File: src/rtl/parser_cfg_pkg.sv
// rtl/parser_cfg_pkg.sv - shared types and address layout for the parser rule config block
package parser_cfg_pkg;

  localparam int CFG_TYPE_NUM         = 4;
  localparam int CFG_TYPE_WIDTH       = 8;
  localparam int CFG_KEY_OFFSET_WIDTH = 6;
  localparam int CFG_KEY_FIELD_NUM    = 8;

  localparam int ADDR_STAGE_LSB  = 16;
  localparam int ADDR_REGION_LSB = 12;
  localparam int ADDR_INDEX_LSB  = 0;
  localparam int ADDR_STAGE_W    = 4;
  localparam int ADDR_REGION_W   = 4;
  localparam int ADDR_INDEX_W    = 6;

  localparam int WDATA_TYPE_DATA_LSB = 32;
  localparam int STATUS_ERR_LSB      = 16;

  typedef enum logic [3:0] {
    REG_TYPE_OFF  = 4'd0,
    REG_TYPE_DATA = 4'd1,
    REG_KEY_OFF   = 4'd2,
    REG_COMMIT    = 4'd3,
    REG_STATUS    = 4'd4
  } region_e;

  typedef enum logic [1:0] {
    SEQ_IDLE   = 2'd0,
    SEQ_SETUP  = 2'd1,
    SEQ_STROBE = 2'd2
  } seq_state_e;

  typedef struct packed {
    logic                                         valid;
    logic [CFG_TYPE_NUM*CFG_TYPE_WIDTH-1:0]       type_data;
    logic [CFG_TYPE_NUM*CFG_TYPE_WIDTH-1:0]       type_mask;
    logic [CFG_KEY_FIELD_NUM*CFG_KEY_OFFSET_WIDTH-1:0] key_offset;
  } rule_t;

endpackage

File: src/rtl/parser_cfg_stage_bank.sv
// rtl/parser_cfg_stage_bank.sv - one stage's live type offsets, staged rule fields and read mux
// Read mux is built only when PARSER_CFG_READBACK_EN is defined.
module parser_cfg_stage_bank
  import parser_cfg_pkg::*;
#(
  parameter int TYPE_OFFSET_WIDTH = 7,
  parameter int TYPE_NUM          = 4,
  parameter int TYPE_WIDTH        = 8,
  parameter int KEY_OFFSET_WIDTH  = 6,
  parameter int KEY_FIELD_NUM     = 8
) (
  input  logic                                       clk_i,
  input  logic                                       rst_ni,
  input  logic                                       wr_en_i,
  input  region_e                                    region_i,
  input  logic [ADDR_INDEX_W-1:0]                    index_i,
  input  logic [63:0]                                wdata_i,
  output logic [TYPE_NUM*TYPE_OFFSET_WIDTH-1:0]      type_offset_o,
  output logic [TYPE_NUM*TYPE_WIDTH-1:0]             type_data_o,
  output logic [TYPE_NUM*TYPE_WIDTH-1:0]             type_mask_o,
  output logic [KEY_FIELD_NUM*KEY_OFFSET_WIDTH-1:0]  key_offset_o,
  output logic [63:0]                                rdata_o
);

  logic [TYPE_OFFSET_WIDTH-1:0] type_off_q  [TYPE_NUM];
  logic [TYPE_WIDTH-1:0]        type_data_q [TYPE_NUM];
  logic [TYPE_WIDTH-1:0]        type_mask_q [TYPE_NUM];
  logic [KEY_OFFSET_WIDTH-1:0]  key_off_q   [KEY_FIELD_NUM];
  logic                         unused_wdata;

  assign unused_wdata = ^wdata_i;

  always_ff @(posedge clk_i or negedge rst_ni) begin
    if (!rst_ni) begin
      for (int i = 0; i < TYPE_NUM; i++) begin
        type_off_q[i]  <= '0;
        type_data_q[i] <= '0;
        type_mask_q[i] <= '0;
      end
      for (int k = 0; k < KEY_FIELD_NUM; k++) begin
        key_off_q[k] <= '0;
      end
    end else if (wr_en_i) begin
      for (int i = 0; i < TYPE_NUM; i++) begin
        if (index_i == ADDR_INDEX_W'(i)) begin
          if (region_i == REG_TYPE_OFF) begin
            type_off_q[i] <= wdata_i[TYPE_OFFSET_WIDTH-1:0];
          end
          if (region_i == REG_TYPE_DATA) begin
            type_data_q[i] <= wdata_i[WDATA_TYPE_DATA_LSB +: TYPE_WIDTH];
            type_mask_q[i] <= wdata_i[0 +: TYPE_WIDTH];
          end
        end
      end
      for (int k = 0; k < KEY_FIELD_NUM; k++) begin
        if (region_i == REG_KEY_OFF && index_i == ADDR_INDEX_W'(k)) begin
          key_off_q[k] <= wdata_i[0 +: KEY_OFFSET_WIDTH];
        end
      end
    end
  end

  for (genvar g = 0; g < TYPE_NUM; g++) begin : g_type
    assign type_offset_o[g*TYPE_OFFSET_WIDTH +: TYPE_OFFSET_WIDTH] = type_off_q[g];
    assign type_data_o[g*TYPE_WIDTH +: TYPE_WIDTH]                 = type_data_q[g];
    assign type_mask_o[g*TYPE_WIDTH +: TYPE_WIDTH]                 = type_mask_q[g];
  end

  for (genvar g = 0; g < KEY_FIELD_NUM; g++) begin : g_key
    assign key_offset_o[g*KEY_OFFSET_WIDTH +: KEY_OFFSET_WIDTH] = key_off_q[g];
  end

`ifdef PARSER_CFG_READBACK_EN
  // Each field is returned in the same bit position it was written from.
  always_comb begin
    rdata_o = '0;
    for (int i = 0; i < TYPE_NUM; i++) begin
      if (index_i == ADDR_INDEX_W'(i)) begin
        if (region_i == REG_TYPE_OFF) begin
          rdata_o[TYPE_OFFSET_WIDTH-1:0] = type_off_q[i];
        end
        if (region_i == REG_TYPE_DATA) begin
          rdata_o[WDATA_TYPE_DATA_LSB +: TYPE_WIDTH] = type_data_q[i];
          rdata_o[0 +: TYPE_WIDTH]                   = type_mask_q[i];
        end
      end
    end
    for (int k = 0; k < KEY_FIELD_NUM; k++) begin
      if (region_i == REG_KEY_OFF && index_i == ADDR_INDEX_W'(k)) begin
        rdata_o[0 +: KEY_OFFSET_WIDTH] = key_off_q[k];
      end
    end
  end
`else
  assign rdata_o = '0;
`endif

endmodule

File: src/rtl/parser_rule_cfg.sv
// rtl/parser_rule_cfg.sv - config bus front end, commit sequencer and rule output bus
// Register readback of regions 0-2 requires PARSER_CFG_READBACK_EN.
module parser_rule_cfg
  import parser_cfg_pkg::*;
#(
  parameter int STAGE_NUM         = 3,
  parameter int TYPE_OFFSET_WIDTH = 7,
  parameter int TYPE_NUM          = CFG_TYPE_NUM,
  parameter int TYPE_WIDTH        = CFG_TYPE_WIDTH,
  parameter int KEY_OFFSET_WIDTH  = CFG_KEY_OFFSET_WIDTH,
  parameter int KEY_FIELD_NUM     = CFG_KEY_FIELD_NUM,
  parameter int RULE_NUM          = 16
) (
  input  logic                                              i_clk,
  input  logic                                              i_rst_n,
  input  logic                                              i_cfg_valid,
  input  logic                                              i_cfg_wr,
  input  logic [31:0]                                       i_cfg_addr,
  input  logic [63:0]                                       i_cfg_wdata,
  output logic                                              o_cfg_ready,
  output logic                                              o_cfg_rvalid,
  output logic [63:0]                                       o_cfg_rdata,
  output logic [STAGE_NUM*TYPE_NUM*TYPE_OFFSET_WIDTH-1:0]   o_type_offset,
  output logic [STAGE_NUM*RULE_NUM-1:0]                     o_rule_wren,
  output logic                                              o_rule_valid,
  output logic [TYPE_NUM*TYPE_WIDTH-1:0]                    o_rule_typeData,
  output logic [TYPE_NUM*TYPE_WIDTH-1:0]                    o_rule_typeMask,
  output logic [KEY_FIELD_NUM*KEY_OFFSET_WIDTH-1:0]         o_rule_keyOffset,
  output logic [15:0]                                       o_err_cnt
);

  localparam int TO_BANK_W = TYPE_NUM*TYPE_OFFSET_WIDTH;

  logic [ADDR_STAGE_W-1:0]  req_stage;
  logic [ADDR_REGION_W-1:0] req_region_raw;
  region_e                  req_region;
  logic [ADDR_INDEX_W-1:0]  req_index;
  logic                     unused_addr;

  logic accept, reject, idx_ok, good, commit_go;

  seq_state_e state_q, state_d;
  rule_t      rule_q, rule_d;
  logic [ADDR_STAGE_W-1:0] commit_stage_q;
  logic [ADDR_INDEX_W-1:0] commit_id_q;
  logic [15:0] err_cnt_q;
  logic        rvalid_q;
  logic [63:0] rdata_q, rdata_d;

  logic [STAGE_NUM-1:0]                        bank_wr;
  logic [TYPE_NUM*TYPE_WIDTH-1:0]              bank_td   [STAGE_NUM];
  logic [TYPE_NUM*TYPE_WIDTH-1:0]              bank_tm   [STAGE_NUM];
  logic [KEY_FIELD_NUM*KEY_OFFSET_WIDTH-1:0]   bank_key  [STAGE_NUM];
  logic [63:0]                                 bank_rdata[STAGE_NUM];

  assign req_stage      = i_cfg_addr[ADDR_STAGE_LSB +: ADDR_STAGE_W];
  assign req_region_raw = i_cfg_addr[ADDR_REGION_LSB +: ADDR_REGION_W];
  assign req_region     = region_e'(req_region_raw);
  assign req_index      = i_cfg_addr[ADDR_INDEX_LSB +: ADDR_INDEX_W];
  assign unused_addr    = ^{i_cfg_addr[31:20], i_cfg_addr[11:6]};

  // Status is a single register, so only index 0 is a legal address there.
  always_comb begin
    idx_ok = 1'b0;
    case (req_region_raw)
      4'd0, 4'd1: idx_ok = {1'b0, req_index} < 7'(TYPE_NUM);
      4'd2:       idx_ok = {1'b0, req_index} < 7'(KEY_FIELD_NUM);
      4'd3:       idx_ok = {1'b0, req_index} < 7'(RULE_NUM);
      4'd4:       idx_ok = (req_index == '0);
      default:    idx_ok = 1'b0;
    endcase
  end

  assign accept    = i_cfg_valid && o_cfg_ready;
  assign reject    = ({1'b0, req_stage} >= 5'(STAGE_NUM)) || !idx_ok ||
                     (req_region_raw == 4'd4 && i_cfg_wr);
  assign good      = accept && !reject;
  assign commit_go = good && i_cfg_wr && (req_region_raw == 4'd3);

  for (genvar s = 0; s < STAGE_NUM; s++) begin : g_stage
    assign bank_wr[s] = good && i_cfg_wr && (req_stage == ADDR_STAGE_W'(s)) &&
                        (req_region_raw <= 4'd2);

    parser_cfg_stage_bank #(
      .TYPE_OFFSET_WIDTH (TYPE_OFFSET_WIDTH),
      .TYPE_NUM          (TYPE_NUM),
      .TYPE_WIDTH        (TYPE_WIDTH),
      .KEY_OFFSET_WIDTH  (KEY_OFFSET_WIDTH),
      .KEY_FIELD_NUM     (KEY_FIELD_NUM)
    ) u_bank (
      .clk_i         (i_clk),
      .rst_ni        (i_rst_n),
      .wr_en_i       (bank_wr[s]),
      .region_i      (req_region),
      .index_i       (req_index),
      .wdata_i       (i_cfg_wdata),
      .type_offset_o (o_type_offset[s*TO_BANK_W +: TO_BANK_W]),
      .type_data_o   (bank_td[s]),
      .type_mask_o   (bank_tm[s]),
      .key_offset_o  (bank_key[s]),
      .rdata_o       (bank_rdata[s])
    );
  end

  always_comb begin
    state_d     = state_q;
    o_cfg_ready = (state_q == SEQ_IDLE);
    o_rule_wren = '0;
    case (state_q)
      SEQ_IDLE:   if (commit_go) state_d = SEQ_SETUP;
      SEQ_SETUP:  state_d = SEQ_STROBE;
      SEQ_STROBE: state_d = SEQ_IDLE;
      default:    state_d = SEQ_IDLE;
    endcase
    for (int s = 0; s < STAGE_NUM; s++) begin
      for (int r = 0; r < RULE_NUM; r++) begin
        o_rule_wren[s*RULE_NUM + r] = (state_q == SEQ_STROBE) &&
                                      (commit_stage_q == ADDR_STAGE_W'(s)) &&
                                      (commit_id_q == ADDR_INDEX_W'(r));
      end
    end
  end

  // The bus is captured on the commit handshake so it is stable through SETUP and STROBE.
  always_comb begin
    rule_d = rule_q;
    if (commit_go) begin
      rule_d.valid = i_cfg_wdata[0];
      for (int s = 0; s < STAGE_NUM; s++) begin
        if (req_stage == ADDR_STAGE_W'(s)) begin
          rule_d.type_data  = bank_td[s];
          rule_d.type_mask  = bank_tm[s];
          rule_d.key_offset = bank_key[s];
        end
      end
    end
  end

  always_comb begin
    rdata_d = '0;
    if (accept && !i_cfg_wr && !reject) begin
      if (req_region_raw == 4'd4) begin
        rdata_d[STATUS_ERR_LSB +: 16] = err_cnt_q;
        rdata_d[0]                    = (state_q != SEQ_IDLE);
      end else begin
        for (int s = 0; s < STAGE_NUM; s++) begin
          if (req_stage == ADDR_STAGE_W'(s)) rdata_d = bank_rdata[s];
        end
      end
    end
  end

  always_ff @(posedge i_clk or negedge i_rst_n) begin
    if (!i_rst_n) begin
      state_q        <= SEQ_IDLE;
      rule_q         <= '0;
      commit_stage_q <= '0;
      commit_id_q    <= '0;
      err_cnt_q      <= '0;
      rvalid_q       <= 1'b0;
      rdata_q        <= '0;
    end else begin
      state_q  <= state_d;
      rule_q   <= rule_d;
      rvalid_q <= accept && !i_cfg_wr;
      rdata_q  <= rdata_d;
      if (commit_go) begin
        commit_stage_q <= req_stage;
        commit_id_q    <= req_index;
      end
      if (accept && reject && err_cnt_q != 16'hFFFF) begin
        err_cnt_q <= err_cnt_q + 16'd1;
      end
    end
  end

  assign o_cfg_rvalid     = rvalid_q;
  assign o_cfg_rdata      = rdata_q;
  assign o_rule_valid     = rule_q.valid;
  assign o_rule_typeData  = rule_q.type_data;
  assign o_rule_typeMask  = rule_q.type_mask;
  assign o_rule_keyOffset = rule_q.key_offset;
  assign o_err_cnt        = err_cnt_q;

endmodule
File: config.mk
export PLATFORM = sky130hd
export DESIGN_NAME = parser_rule_cfg
export DESIGN_NICKNAME = d
export VERILOG_FILES = /design/src/rtl/parser_cfg_pkg.sv /design/src/rtl/parser_cfg_stage_bank.sv /design/src/rtl/parser_rule_cfg.sv
export SDC_FILE = /design/constraint.sdc
export NUM_CORES = 1
export LEC_CHECK = 0
export CAP_MARGIN = 5
export CORE_ASPECT_RATIO = 2
export CORE_MARGIN = 3
export CORE_UTILIZATION = 53
export DETAILED_ROUTE_END_ITERATION = 16
export GPL_ROUTABILITY_DRIVEN = 0
export HOLD_SLACK_MARGIN = 0.02
export PLACE_DENSITY = 0.9
export SYNTH_ARGS = -nofsm -noshare
export SYNTH_HDL_FRONTEND = slang
export SYNTH_SLANG_ARGS = --single-unit
File: constraint.sdc
create_clock -name i_clk -period 2.5 [get_ports i_clk]
set_input_delay 0.5 -clock i_clk [delete_from_list [all_inputs] [get_ports i_clk]]
set_output_delay 0.5 -clock i_clk [all_outputs]
set_load 0.1 [all_outputs]
== Word-level counts from Yosys, hierarchy flattened ==
Index checks and enable logic that the tools add are counted.

* Flip-flop bits (word level): 626
* Logic and storage cells: 256

* Add/subtract/negate cells: 1
* $lt $le $gt $ge: 5
* Equal/unequal tests: 34
* Mux-type cells: 9
* Reduce and logical (&&, ||, !) cells: 137

{| class="wikitable"
|+ Operators by type and width
! kind !! count
|-
| $mux W112 || 3
|-
| $logic_and A1 B1 Y1 || 74
|-
| $reduce_and A3 Y1 || 24
|-
| $reduce_and A2 Y1 || 25
|-
| $eq A6 B3 Y1 const B || 8
|-
| $eq A6 B4 Y1 const B || 8
|-
| $mux W32 || 1
|-
| $eq A6 B2 Y1 const B || 4
|-
| $add A16 B1 Y16 const B || 1
|-
| $eq A4 B2 Y1 const B || 4
|-
| $mux W16 || 1
|-
| $ne A16 B16 Y1 const B || 1
|-
| $eq A4 B1 Y1 const B || 3
|-
| $eq A6 B1 Y1 const B || 2
|-
| $logic_not A4 Y1 || 3
|-
| $logic_not A6 Y1 || 2
|-
| $lt A6 B3 Y1 const B || 1
|-
| $lt A6 B4 Y1 const B || 1
|-
| $lt A6 B5 Y1 const B || 1
|-
| $eq A4 B3 Y1 const B || 1
|-
| $ge A4 B2 Y1 const B || 1
|-
| $le A4 B2 Y1 const B || 1
|-
| $pmux W1 S4 || 1
|-
| $pmux W2 S2 || 1
|-
| other kinds (11) || 14
|}

== Longest topological paths before layout ==
* Depth after elaboration: 12
* Depth in mapped cells: 9
* Gate-level depth less buffers: 6

== Cells and area by module ==
Synthesis repeated with hierarchy kept, for this count alone.

* Cells, all modules: 2376
* Area, all modules: 29393.2 µm²

{| class="wikitable"
|+ Modules (own cells, without submodules)
! module !! times used !! cells each !! area each (µm²) !! sequential area each (µm²)
|-
| parser_cfg_stage_bank || 3 || 388 || 5941.9 || 3503.4
|-
| parser_rule_cfg || 1 || 1212 || 11567.3 || 5154.9
|}

== Worst setup path after synthesis ==
Ideal clock, no wire load.

* Kind: register -> output
* Start: register state_q[0]
* End: output o_rule_wren[0]
* Arrival: 2.888 ns
* Required time: 2.000 ns
* Path slack: -0.888 ns
* Stages on the path, launching flop included: 6
* Path buffers: 2
* Cells stage by stage: dfrtp_1 > or4b_1 > or3_1 > clkbuf_1 > clkbuf_1 > nor2_1

* Cells in the longest elaborated chain, start to end: 3

{| class="wikitable"
|+ RTL lines
! element !! line !! text
|-
| start, declared || parser_rule_cfg.sv:42 || <nowiki>seq_state_e state_q, state_d;</nowiki>
|-
| start signal, assigned || parser_rule_cfg.sv:163 || <nowiki>state_q <= state_d;</nowiki>
|-
| $eq A2 B2 Y1 || parser_rule_cfg.sv:117 || <nowiki>o_rule_wren[s*RULE_NUM + r] = (state_q == SEQ_STROBE) &&</nowiki>
|-
| $logic_and A1 B1 Y1 || parser_rule_cfg.sv:117 ||
|-
| $logic_and A1 B1 Y1 || parser_rule_cfg.sv:118 || <nowiki>(commit_stage_q == ADDR_STAGE_W'(s)) &&</nowiki>
|-
| end, declared || parser_rule_cfg.sv:24 || <nowiki>output logic [STAGE_NUM*RULE_NUM-1:0] o_rule_wren,</nowiki>
|}

Every way passes these cells.

== Worst setup path in the final report ==
* Start: register commit_stage_q[2]
* End: output o_rule_wren[4]

* Cells in the longest elaborated chain, start to end: 3

{| class="wikitable"
|+ RTL lines
! element !! line !! text
|-
| start, declared || parser_rule_cfg.sv:44 || <nowiki>logic [ADDR_STAGE_W-1:0] commit_stage_q;</nowiki>
|-
| start signal, assigned || parser_rule_cfg.sv:168 || <nowiki>commit_stage_q <= req_stage;</nowiki>
|-
| $logic_not A4 Y1 || parser_rule_cfg.sv:118 ||
|-
| $logic_and A1 B1 Y1 || parser_rule_cfg.sv:117 ||
|-
| $logic_and A1 B1 Y1 || parser_rule_cfg.sv:118 ||
|}

Every way passes these cells.

==> results by group <==
Worst setup path
  – Worst path bufs/invs: 2
  – CP top delay family: simple AND/OR/NAND/NOR gates
  – Crit Path Category: reg2out
  – Crit-path max cell delay: 0.55 ns
  – Worst EP required: ~2.0 ns
  – Arr. time, crit path: 2.40 ns
  – Worst r2r path cells: 8
  – CP cell instances: or4b_4 -> or3_4 -> buf_16 -> nor2_4 -> buf_12
  – CP Depth: 5
  – Setup crit start kind: register
  – Critical path endpoint category: output pin
  – Slowest cell on crit path: or4b_4
  – CP max FO: 8
  – Worst reg2reg setup slack: approximately 0.22 ns

STA
  – Final critical-path share of the clock period: 1.16
  – Count of pins over their slew limit: 0
  – Setup_tns: -17.75 ns
  – Final setup fails: 48
  – Period minus WS final: a little under 3 ns
  – Worst hold slack: roughly 0.49 ns
  – RSZ-0062 raised after global routing: true
  – Slew margin rel.: 0.492
  – Final Skew: approximately 0.019 ns
  – Final Hold Vio Count: 0
  – Max Fclk: between 300 and 400 MHz
  – Worst Tran Pin Value: roughly 0.76 ns
  – PnR worst setup slack: -0.403 ns

Place
  – HPWL after detailed placement: 46900 um
  – Port Buffers: 313
  – Dpl cells: 2985

Floorplanning
  – Die Area: about 50000 um^2
  – Rows: 111
  – Core area: about 46000 um^2
  – I/O Pins: 427
  – Die height: 313 um
  – Starting Density: 0.540
  – Die W: between 150 and 200 um

Routing
  – Initial DRC count: ~930
  – Residual DRC: 0
  – 1st-pass router iterations: 7
  – Post-route ant nets: 0
  – WL/cell: roughly 22 um
  – Via density: between 5 and 6
  – Vias: around 17000
  – Total wire length: a little under 70000 um

Clocking
  – H-tree depth reported by CTS: 2
  – Clock Path Buffers: 3
  – Clock Latency Late Sink: between 0.5 and 0.6 ns
  – CTS Buf Count: slightly below 50
  – Clock Root Buffer: clkbuf_16
  – CTS tree: yes
  – Clock transition at path regs: 0.07 ns
  – CTS sink cnt: 579

Synthesis
  – Register area share after synthesis: 0.580
  – EDFF count, synth: 0
  – Number of synthesized register bits: between 500 and 600
  – Synth Area per Inst: between 10 and 15 um^2
  – Synth warn: 0
  – Synth async-reset ratio: 1.00
  – Post-synth cell types: 48
  – Dominant cells by area after synthesis: dfrtp_1 58%, mux2_2 19%, mux2i_1 4.5%, nor2_1 2.9%, nand2_1 2.3%
  – Yosys top cell area share: 0.580
  – Post-synthesis cell count: about 2000
  – Post-synth design cell area: 25000 um^2
  – Synth area leader: dfrtp_1
  – Ys flop type: dfrtp_1

Final layout
  – Register area: ~14000 um^2
  – Layout cell share with drive strength beyond 1: 0.435
  – Area of the multi-input gates: 10100 um^2
  – Final core utilization: 0.690
  – Area added between synthesis and finish: 27.7%
  – Final nets: around 2500
  – Fillers: around 3000
  – Non-Filler Instances: a little over 3000
  – Most frequent cells in the layout: 575 x dfrtp_1, 424 x mux2_2, 366 x buf_4
  – # diodes: 0
  – Most common cell after layout, fill and taps aside: dfrtp_1

Pwr
  – Sw frac: 0.255
  – Internal power: approximately 14 mW
  – Worst vdd ir: 0.00139 V
  – Clk network pwr share: 0.397
  – Sequential share of power: 0.518
  – PD cells: approximately 580 nW/um^2
  – Static Leak: 15.6 nW
  – Gate power share: 0.085
  – Tot Pwr: roughly 18 mW
  – Psw: 4.69 mW

Global routing
  – Wire length of the first global-routing pass: around 110000 um
  – Initial antenna violation count: 2
  – Vias in the first global route: 19000
  – Largest net degree at the start of global routing: between 60 and 70
  – Gr usage total: 0.267
  – Gr ovfl total: 0

Flow run
  – Max-cap violations: 0

Worst hold path
  – Hold WC Path Type: reg2reg
  – Hold Crit Depth: 2

Run status
  – Status: finished with violations
  – Failing checks: setup timing
[cell type report]
type                       instances  area share
inverter                           2    0.000235
clock buffer                      66      0.0426
tap                              621      0.0244
sequential                       579       0.454
clock inverter                    18     0.00451
multi-input combinational       1294       0.318
timing repair buffer             495       0.156
[power groups by stage]
stage | Clock [mW] | Combinational [mW] | Sequential, mW
after global routing | 7.77 | 1.64 | 9.52
final | 7.29 | 1.56 | 9.51
after detailed placement | 0 | 1.56 | 9.69
after global placement | 0 | 1.53 | 9.68
after CTS | 7.43 | 1.57 | 9.51
after floorplan | 0 | 0.613 | 10.1
[timing repair]
| action | in CTS | in global routing |
|---|---|---|
| cloned | 2 | 1 |
| endpoints found under the hold margin | 50 | 0 |
| buffers inserted | 1 | 1 |
| gates resized for setup | 31 | 7 |
| pin swaps | 11 | 8 |
| hold buffers | 1 | 0 |
| endpoints found under the setup margin | 48 | 50 |
[registers in the layout, summed over array words and instances, names as in the netlist]
name / cells
g_stage.u_bank.type_data_o: 96
o_err_cnt: 16
g_stage.u_bank.key_offset_o: 144
o_rule_typeMask: 32
g_stage.u_bank.type_mask_o: 96
o_rule_keyOffset: 48
o_cfg_rvalid: 1
commit_stage_q: 4
o_cfg_rdata: 17
o_rule_typeData: 32
commit_id_q: 6
o_rule_valid: 1
g_stage.u_bank.type_offset_o: 84
state_q: 2
[cell families (layout without fill, tap and decap cells)]
| kind of cell | Yosys count | count (layout) | synth area share |
|---|---|---|---|
| DFF | 579 | 579 | 0.580 |
| muxes | 539 | 539 | 0.237 |
| and+or+nand+nor | 460 | 460 | 0.0907 |
| AOI/OAI and AO/OA | 231 | 231 | 0.0471 |
| buffers and inverters | 175 | 581 | 0.0387 |
| xor gates and xnor gates | 15 | 15 | 0.00526 |
| adders and majority gates | 1 | 1 | 0.000501 |
| other | 1 | 48 | 0.000150 |
[path summary, 6_finish.rpt]
kind / end / from
max in group asynchronous: g_stage[0].u_bank.type_offset_o[0] / i_rst_n
setup reg to reg: g_stage[2].u_bank.key_offset_o[31] / state_q[1]
setup / recovery: o_rule_wren[4] / commit_stage_q[2]
hold reg to reg: o_rule_typeMask[26] / o_rule_typeMask[26]
min in group asynchronous: g_stage[2].u_bank.type_offset_o[2] / i_rst_n
hold / removal: o_rule_typeMask[26] / o_rule_typeMask[26]
[worst min-delay path, cell delays in order (launching register included)]
cell and delay (ns):
dfrtp_1 0.34, nand2_1 0.05, o21ai_0 0.06
[layer usage]
layer	vias to the layer above	GRT usage	wire, um
met4	2	0.145	4160
met5	-	0	10
li1	7620	-	-
met2	692	0.491	35900
met1	8707	0.295	23700
met3	232	0.0368	3470
[Yosys cell counts (3+ instances only)]
library cell    n
mux2i_1       112
nor3_1          8
nor4b_1         3
buf_1          10
a21oi_1       112
mux2_2        424
nand3_1        11
nor3_2          9
buf_4          52
and2_1         25
buf_6          10
mux2_1          3
nand2_2         3
nor3_4         13
o21ai_0       113
clkbuf_1       70
xor2_1         15
nor4_1          9
nand2b_1        3
dfrtp_1       579
nor2_2          7
nand2_1       151
nor2b_1         7
buf_2          30
nor2_1        191
[stage by stage]
step | worst slack, ns | instance area, um^2
global placement | -0.308 | 30100
CTS | -0.409 | 31800
global route | -0.457 | 31900
detailed placement | -0.347 | 30100
floorplan | -0.397 | 25400
finish | -0.403 | 31900
Power figures use the tool's default switching activity.
